[src/rtl/lfsr_err_inject_gen.sv]
// lfsr_err_inject_gen
// XNOR-Fibonacci LFSR pseudo-random source for the error-insertion datapath.
// The state advances by STEPS shifts per enabled clock. The all-ones XNOR
// lock-up state is detected and recovered to zero. A threshold comparator on
// the low state bits produces a per-step error-fire pulse. Saturating
// counters track fired errors and lock-up recoveries.
module lfsr_err_inject_gen #(
    parameter int               WIDTH    = 32,
    parameter logic [WIDTH-1:0] TAPS     = 32'h80200003,
    parameter int               STEPS    = 1,
    parameter int               THRESH_W = 16,
    parameter int               CNT_W    = 16
) (
    input  logic                clk,
    input  logic                rst,
    input  logic                clk_en,
    input  logic                load,
    input  logic [WIDTH-1:0]    seed_in,
    input  logic [THRESH_W-1:0] threshold,
    input  logic                cnt_clr,
    output logic [WIDTH-1:0]    random_number,
    output logic                err_fire,
    output logic [CNT_W-1:0]    err_count,
    output logic                lockup,
    output logic [CNT_W-1:0]    lockup_count
);

    // Reject configurations the datapath cannot honour.
    if (WIDTH < 8) begin : g_bad_width
        $error("lfsr_err_inject_gen: WIDTH must be at least 8");
    end
    if ((STEPS < 1) || (STEPS > WIDTH)) begin : g_bad_steps
        $error("lfsr_err_inject_gen: STEPS must lie in 1..WIDTH");
    end
    if (THRESH_W > WIDTH) begin : g_bad_thresh
        $error("lfsr_err_inject_gen: THRESH_W must not exceed WIDTH");
    end
    if (TAPS == '0) begin : g_bad_taps
        $error("lfsr_err_inject_gen: TAPS must not be zero");
    end

    localparam logic [CNT_W-1:0] CNT_MAX = {CNT_W{1'b1}};
    localparam logic [CNT_W-1:0] CNT_ONE = CNT_W'(1'b1);

    // One XNOR-Fibonacci shift: feedback is the inverted parity of tapped bits.
    function automatic logic [WIDTH-1:0] lfsr_shift(input logic [WIDTH-1:0] s);
        logic fb;
        fb = ~(^(s & TAPS));
        return {s[WIDTH-2:0], fb};
    endfunction

    logic [WIDTH-1:0] state_r;
    logic             err_fire_r;
    logic [CNT_W-1:0] err_count_r;
    logic [CNT_W-1:0] lockup_count_r;

    logic [WIDTH-1:0] step_s;
    logic             fire_s;
    logic             lockup_s;
    logic             err_inc_s;
    logic             lock_inc_s;

    // Chain STEPS single shifts and evaluate the comparator on the stepped state.
    always_comb begin
        step_s = state_r;
        for (int i = 0; i < STEPS; i++) begin
            step_s = lfsr_shift(step_s);
        end
        fire_s = (step_s[THRESH_W-1:0] < threshold);
    end

    // Decode lock-up and which counter (if any) steps on this edge.
    always_comb begin
        lockup_s   = &state_r;
        err_inc_s  = 1'b0;
        lock_inc_s = 1'b0;
        if (!load && clk_en) begin
            if (lockup_s) begin
                lock_inc_s = 1'b1;
            end else begin
                err_inc_s = fire_s;
            end
        end else begin
            err_inc_s  = 1'b0;
            lock_inc_s = 1'b0;
        end
    end

    // State register and fire pulse: reset > load > step/recover > hold.
    always_ff @(posedge clk) begin
        if (rst) begin
            state_r    <= '0;
            err_fire_r <= 1'b0;
        end else begin
            err_fire_r <= 1'b0;
            if (load) begin
                state_r <= seed_in;
            end else if (clk_en) begin
                if (lockup_s) begin
                    state_r <= '0;
                end else begin
                    state_r    <= step_s;
                    err_fire_r <= fire_s;
                end
            end else begin
                state_r <= state_r;
            end
        end
    end

    // Saturating counters; a clear beats a coincident increment.
    always_ff @(posedge clk) begin
        if (rst) begin
            err_count_r    <= '0;
            lockup_count_r <= '0;
        end else if (cnt_clr) begin
            err_count_r    <= '0;
            lockup_count_r <= '0;
        end else begin
            if (err_inc_s && (err_count_r != CNT_MAX)) begin
                err_count_r <= err_count_r + CNT_ONE;
            end else begin
                err_count_r <= err_count_r;
            end
            if (lock_inc_s && (lockup_count_r != CNT_MAX)) begin
                lockup_count_r <= lockup_count_r + CNT_ONE;
            end else begin
                lockup_count_r <= lockup_count_r;
            end
        end
    end

    assign random_number = state_r;
    assign err_fire      = err_fire_r;
    assign err_count     = err_count_r;
    assign lockup        = lockup_s;
    assign lockup_count  = lockup_count_r;

endmodule

[config.mk]
export PLATFORM = sky130hd
export DESIGN_NAME = lfsr_err_inject_gen
export DESIGN_NICKNAME = d
export VERILOG_FILES = /design/src/rtl/lfsr_err_inject_gen.sv
export SDC_FILE = /design/constraint.sdc
export NUM_CORES = 1
export LEC_CHECK = 0
export ABC_AREA = 1
export CAP_MARGIN = 30
export CORE_ASPECT_RATIO = 0.7
export CORE_MARGIN = 2
export CORE_UTILIZATION = 43
export DETAILED_ROUTE_END_ITERATION = 12
export PLACE_DENSITY = 0.77
export SETUP_SLACK_MARGIN = 0.15
export SLEW_MARGIN = 10
export SYNTH_ARGS = -nofsm -noshare
export SYNTH_HDL_FRONTEND = slang
export SYNTH_SLANG_ARGS = --single-unit
export TNS_END_PERCENT = 30
[constraint.sdc]
create_clock -name clk -period 1.8 [get_ports clk]
set_clock_uncertainty 0.2 [all_clocks]
set_input_delay 0.27 -clock clk [delete_from_list [all_inputs] [get_ports clk]]
set_output_delay 0.27 -clock clk [all_outputs]
set_load 0.01 [all_outputs]
==> impl_metrics.py <==
metrics = {
    "setup_path": {
        "r2r_slack_ps": -290,
        "worstSetupPathType": "flip-flop to flip-flop",
        "cp.arrival_ps": 2160,
        "cp_max_fo": 7,
        "r2r_end": "err_count[3]",
        "worstRegToRegCells": 13,
        "required_ps": 1880,
        "start_kind": "flip-flop",
        "rr_startpoint": "random_number[4]",
        "end_kind": "flip-flop",
    },
    "yosys": {
        "syn_area_sq_um": 3900,
        "syn_avg_cell_area_sq_um": 6.489,
        "synth_area_leaders": "dfxtp_1, nand2_1, inv_1",
        "yosysTopAreaCellShare": 0.3337,
        "ys_ff_latch": 65,
        "async_reset_ff_frac": 0,
        "yosysWarnings": 0,
        "synthFlopType": "dfxtp_1",
        "synth_nets": 672,
        "yosysTopAreaCell": "dfxtp_1",
        "synthCells": 601,
        "synth_cell_types": 31,
        "synth.yosys.seq_area_share": 0.3337,
        "synth-edff-count": 0,
    },
    "detailed_routing": {
        "drt_iter0_markers": 390,
        "routed_via_density": 5.225,
        "ant_nets": 0,
        "firstDrtPassIters": 6,
        "remaining_drc_errors": 0,
        "avgRoutedWirePerCell_um": 14.76,
        "num_vias": 4880,
        "routed_wl_mm": 13.79,
    },
    "global_routing": {
        "overflow": 0,
        "grt_max_degree": 34,
        "grt_usage": 0.2681,
        "grt_pass1_vias": 4621,
        "grt_pass1_wl_mm": 21.54,
        "antenna_found_initial": 1,
    },
    "power": {
        "p_total_uw": 3843,
        "leakage_uw": 0.003060,
        "irDropWorstVdd_mv": 0.4384,
        "power.density_nw_per_um2": 584.1,
    },
    "cts": {
        "cts.clk_slew.worst_paths_ps": 60,
        "htree_levels": 3,
        "cts.sinks": 65,
        "root_buffer": "clkbuf_16",
        "clk_path_buf_depth": 2,
        "cts_buffers": 9,
        "cts_hold_buf": 0,
        "cts_tree": "built",
        "insertion_delay_ps": 340,
    },
    "place": {
        "placed_area_sq_um": 5849,
        "io_buffer_count": 118,
        "place.gp.congestion": 0.9237,
        "hpwl_mm": 9.495,
    },
    "cells_and_area": {
        "drive_gt1_frac": 0.2519,
        "syn2layout_area_growth_pct": 68.69,
        "post-route-cell-area_sq_um": 6579,
        "antenna_cells": 0,
        "nNetsFinal": 876,
    },
    "die": {
        "start_util": 0.4369,
        "dieHeight_um": 83.68,
        "io_pins": 119,
        "rows": 29,
        "core_area_sq_um": 8926,
        "die_w_um": 117.8,
        "dieArea_sq_um": 9860,
    },
    "sta": {
        "relSlewSlack": 0.6898,
        "finalMaxSlewViolations": 0,
        "hold_violations": 0,
        "fin_setup_tns_ps": -5493,
        "fin_ws_ps": -288.5,
        "setup_viol": 33,
        "tightest_slew_ps": 464.8,
        "period_share": 1.160,
        "period_minus_slack_ps": 2089,
        "rsz0062_at_grt": "true",
        "max_freq_mhz": 478.8,
    },
    "outcome": {
        "status": "complete, but fails checks",
        "violations": "setup timing",
    },
    "worst_hold_path": {
        "min-delay-start": "lockup_count[9]",
        "whs_path_depth": 2,
        "hold_path.class": "flip-flop to flip-flop",
        "holdPathEnd": "lockup_count[9]",
    },
    "job": {
        "cap_violations": 0,
    },
}
==> sequential cells by signal, indices dropped and copies added, names as in the netlist <==
name / flops
random_number: 32
err_count: 16
lockup_count: 16
err_fire: 1
==> critical path, cell delays in order (launching register included) <==
cell      delay, ps
dfxtp_2         330
buf_6           120
ha_4            210
a21oi_2         150
nor2_2           60
a211oi_2        230
nand2_2         100
nand2_4         110
buf_12          120
buf_12          120
nand3_1          60
nand2_1          80
inv_1            50
nor2_1           80
==> cell families after synthesis <==
family,Yosys count,share of synthesized area
AO/OA/AOI/OAI,57,0.08823
XOR/XNOR,12,0.02695
AND/OR/NAND/NOR,337,0.3757
buffers and inverters,112,0.1177
flip-flops,65,0.3337
adder cells (fa/ha/maj),18,0.05775
==> synthesized netlist by cell type, types with 2 or more instances <==
cell	number
a211oi_1	2
nor2_2	2
inv_1	85
nand2_2	2
buf_4	4
xnor2_1	6
nand2_1	195
nor2_1	46
ha_1	18
clkbuf_1	13
nor3_2	2
nor3_1	10
a31oi_1	33
xor2_1	6
nor4_1	2
dfxtp_1	65
nand4_1	29
a21oi_1	18
buf_2	7
buf_6	2
nand3_1	44
==> metal layers <==
layer  track usage  up-vias  routed length (um)
met4       0.08981        0                 203
met5             0        -                   0
met3       0.07104       21                 871
li1              -     2357                   -
met2        0.4408      197                6744
met1        0.3423     2305                5969
==> placed cells by master, fill, tap and decap left out, types with 4 or more instances in the layout <==
cell	instances
a31oi_1	32
nand3_2	10
nor2_2	8
buf_6	8
nand3_1	33
dfxtp_4	4
ha_1	9
dlygate4sd2_1	59
ha_4	7
clkdlybuf4s50_1	49
buf_12	7
nand4_1	29
clkbuf_16	11
nor3_1	9
dfxtp_1	40
nand2_1	188
dlymetal6s2s_1	5
a21oi_2	4
xor2_1	6
nand2_2	8
nor2_1	37
buf_4	85
xnor2_1	6
inv_2	6
a21oi_1	14
dfxtp_2	21
inv_1	80
==> how the worst max path moves through the flow <==
| stage | slack (ps) | startpoint | cells after the start | endpoint |
|---|---|---|---|---|
| final | -290 | random_number[4] | 13 | err_count[3] |
| after global routing | -390 | random_number[4] | 13 | err_count[3] |
| after CTS | -240 | random_number[1] | 16 | err_count[5] |
| after detailed placement | -700 | threshold[5] | 13 | err_count[5] |
| after global placement | -660 | threshold[5] | 13 | err_count[8] |
| after floorplan | -20 | random_number[13] | 9 | err_count[4] |
==> power by group <==
part | switching, uW | internal (uW)
clock network | 663 | 999
logic | 306 | 355
registers | 36.2 | 1480
total | 1010 | 2840
==> cell type report <==
cell class	count	area [sq um]
tap	124	155.1
inverter	86	322.8
sequential	65	1343
multi-input combinational	424	2395
fill	681	2347
clock buffer	11	252.7
timing repair buffer	219	2081
clock inverter	5	30.03
==> metrics by stage <==
stage                 util  instances  hold WS, ps  worst slack (ps)
finish              0.7370        934        298.5            -288.5
global route        0.7370        934        311.6            -390.5
CTS                 0.7143        928        298.7            -243.5
detailed placement  0.6553        902        286.0            -704.1
global placement    0.6553        902        282.7            -655.4
floorplan                -        601        229.1            -16.06
==> repair_timing <==
| action | 4_1_cts | 5_1_grt |
|---|---|---|
| endpoints found under the setup margin | 130 | 71 |
| resized for setup | 107 | 40 |
| pin swaps | 9 | 40 |
| cloned | 3 | 2 |
| buffers inserted | 7 | 4 |
Power figures use the tool's default switching activity.
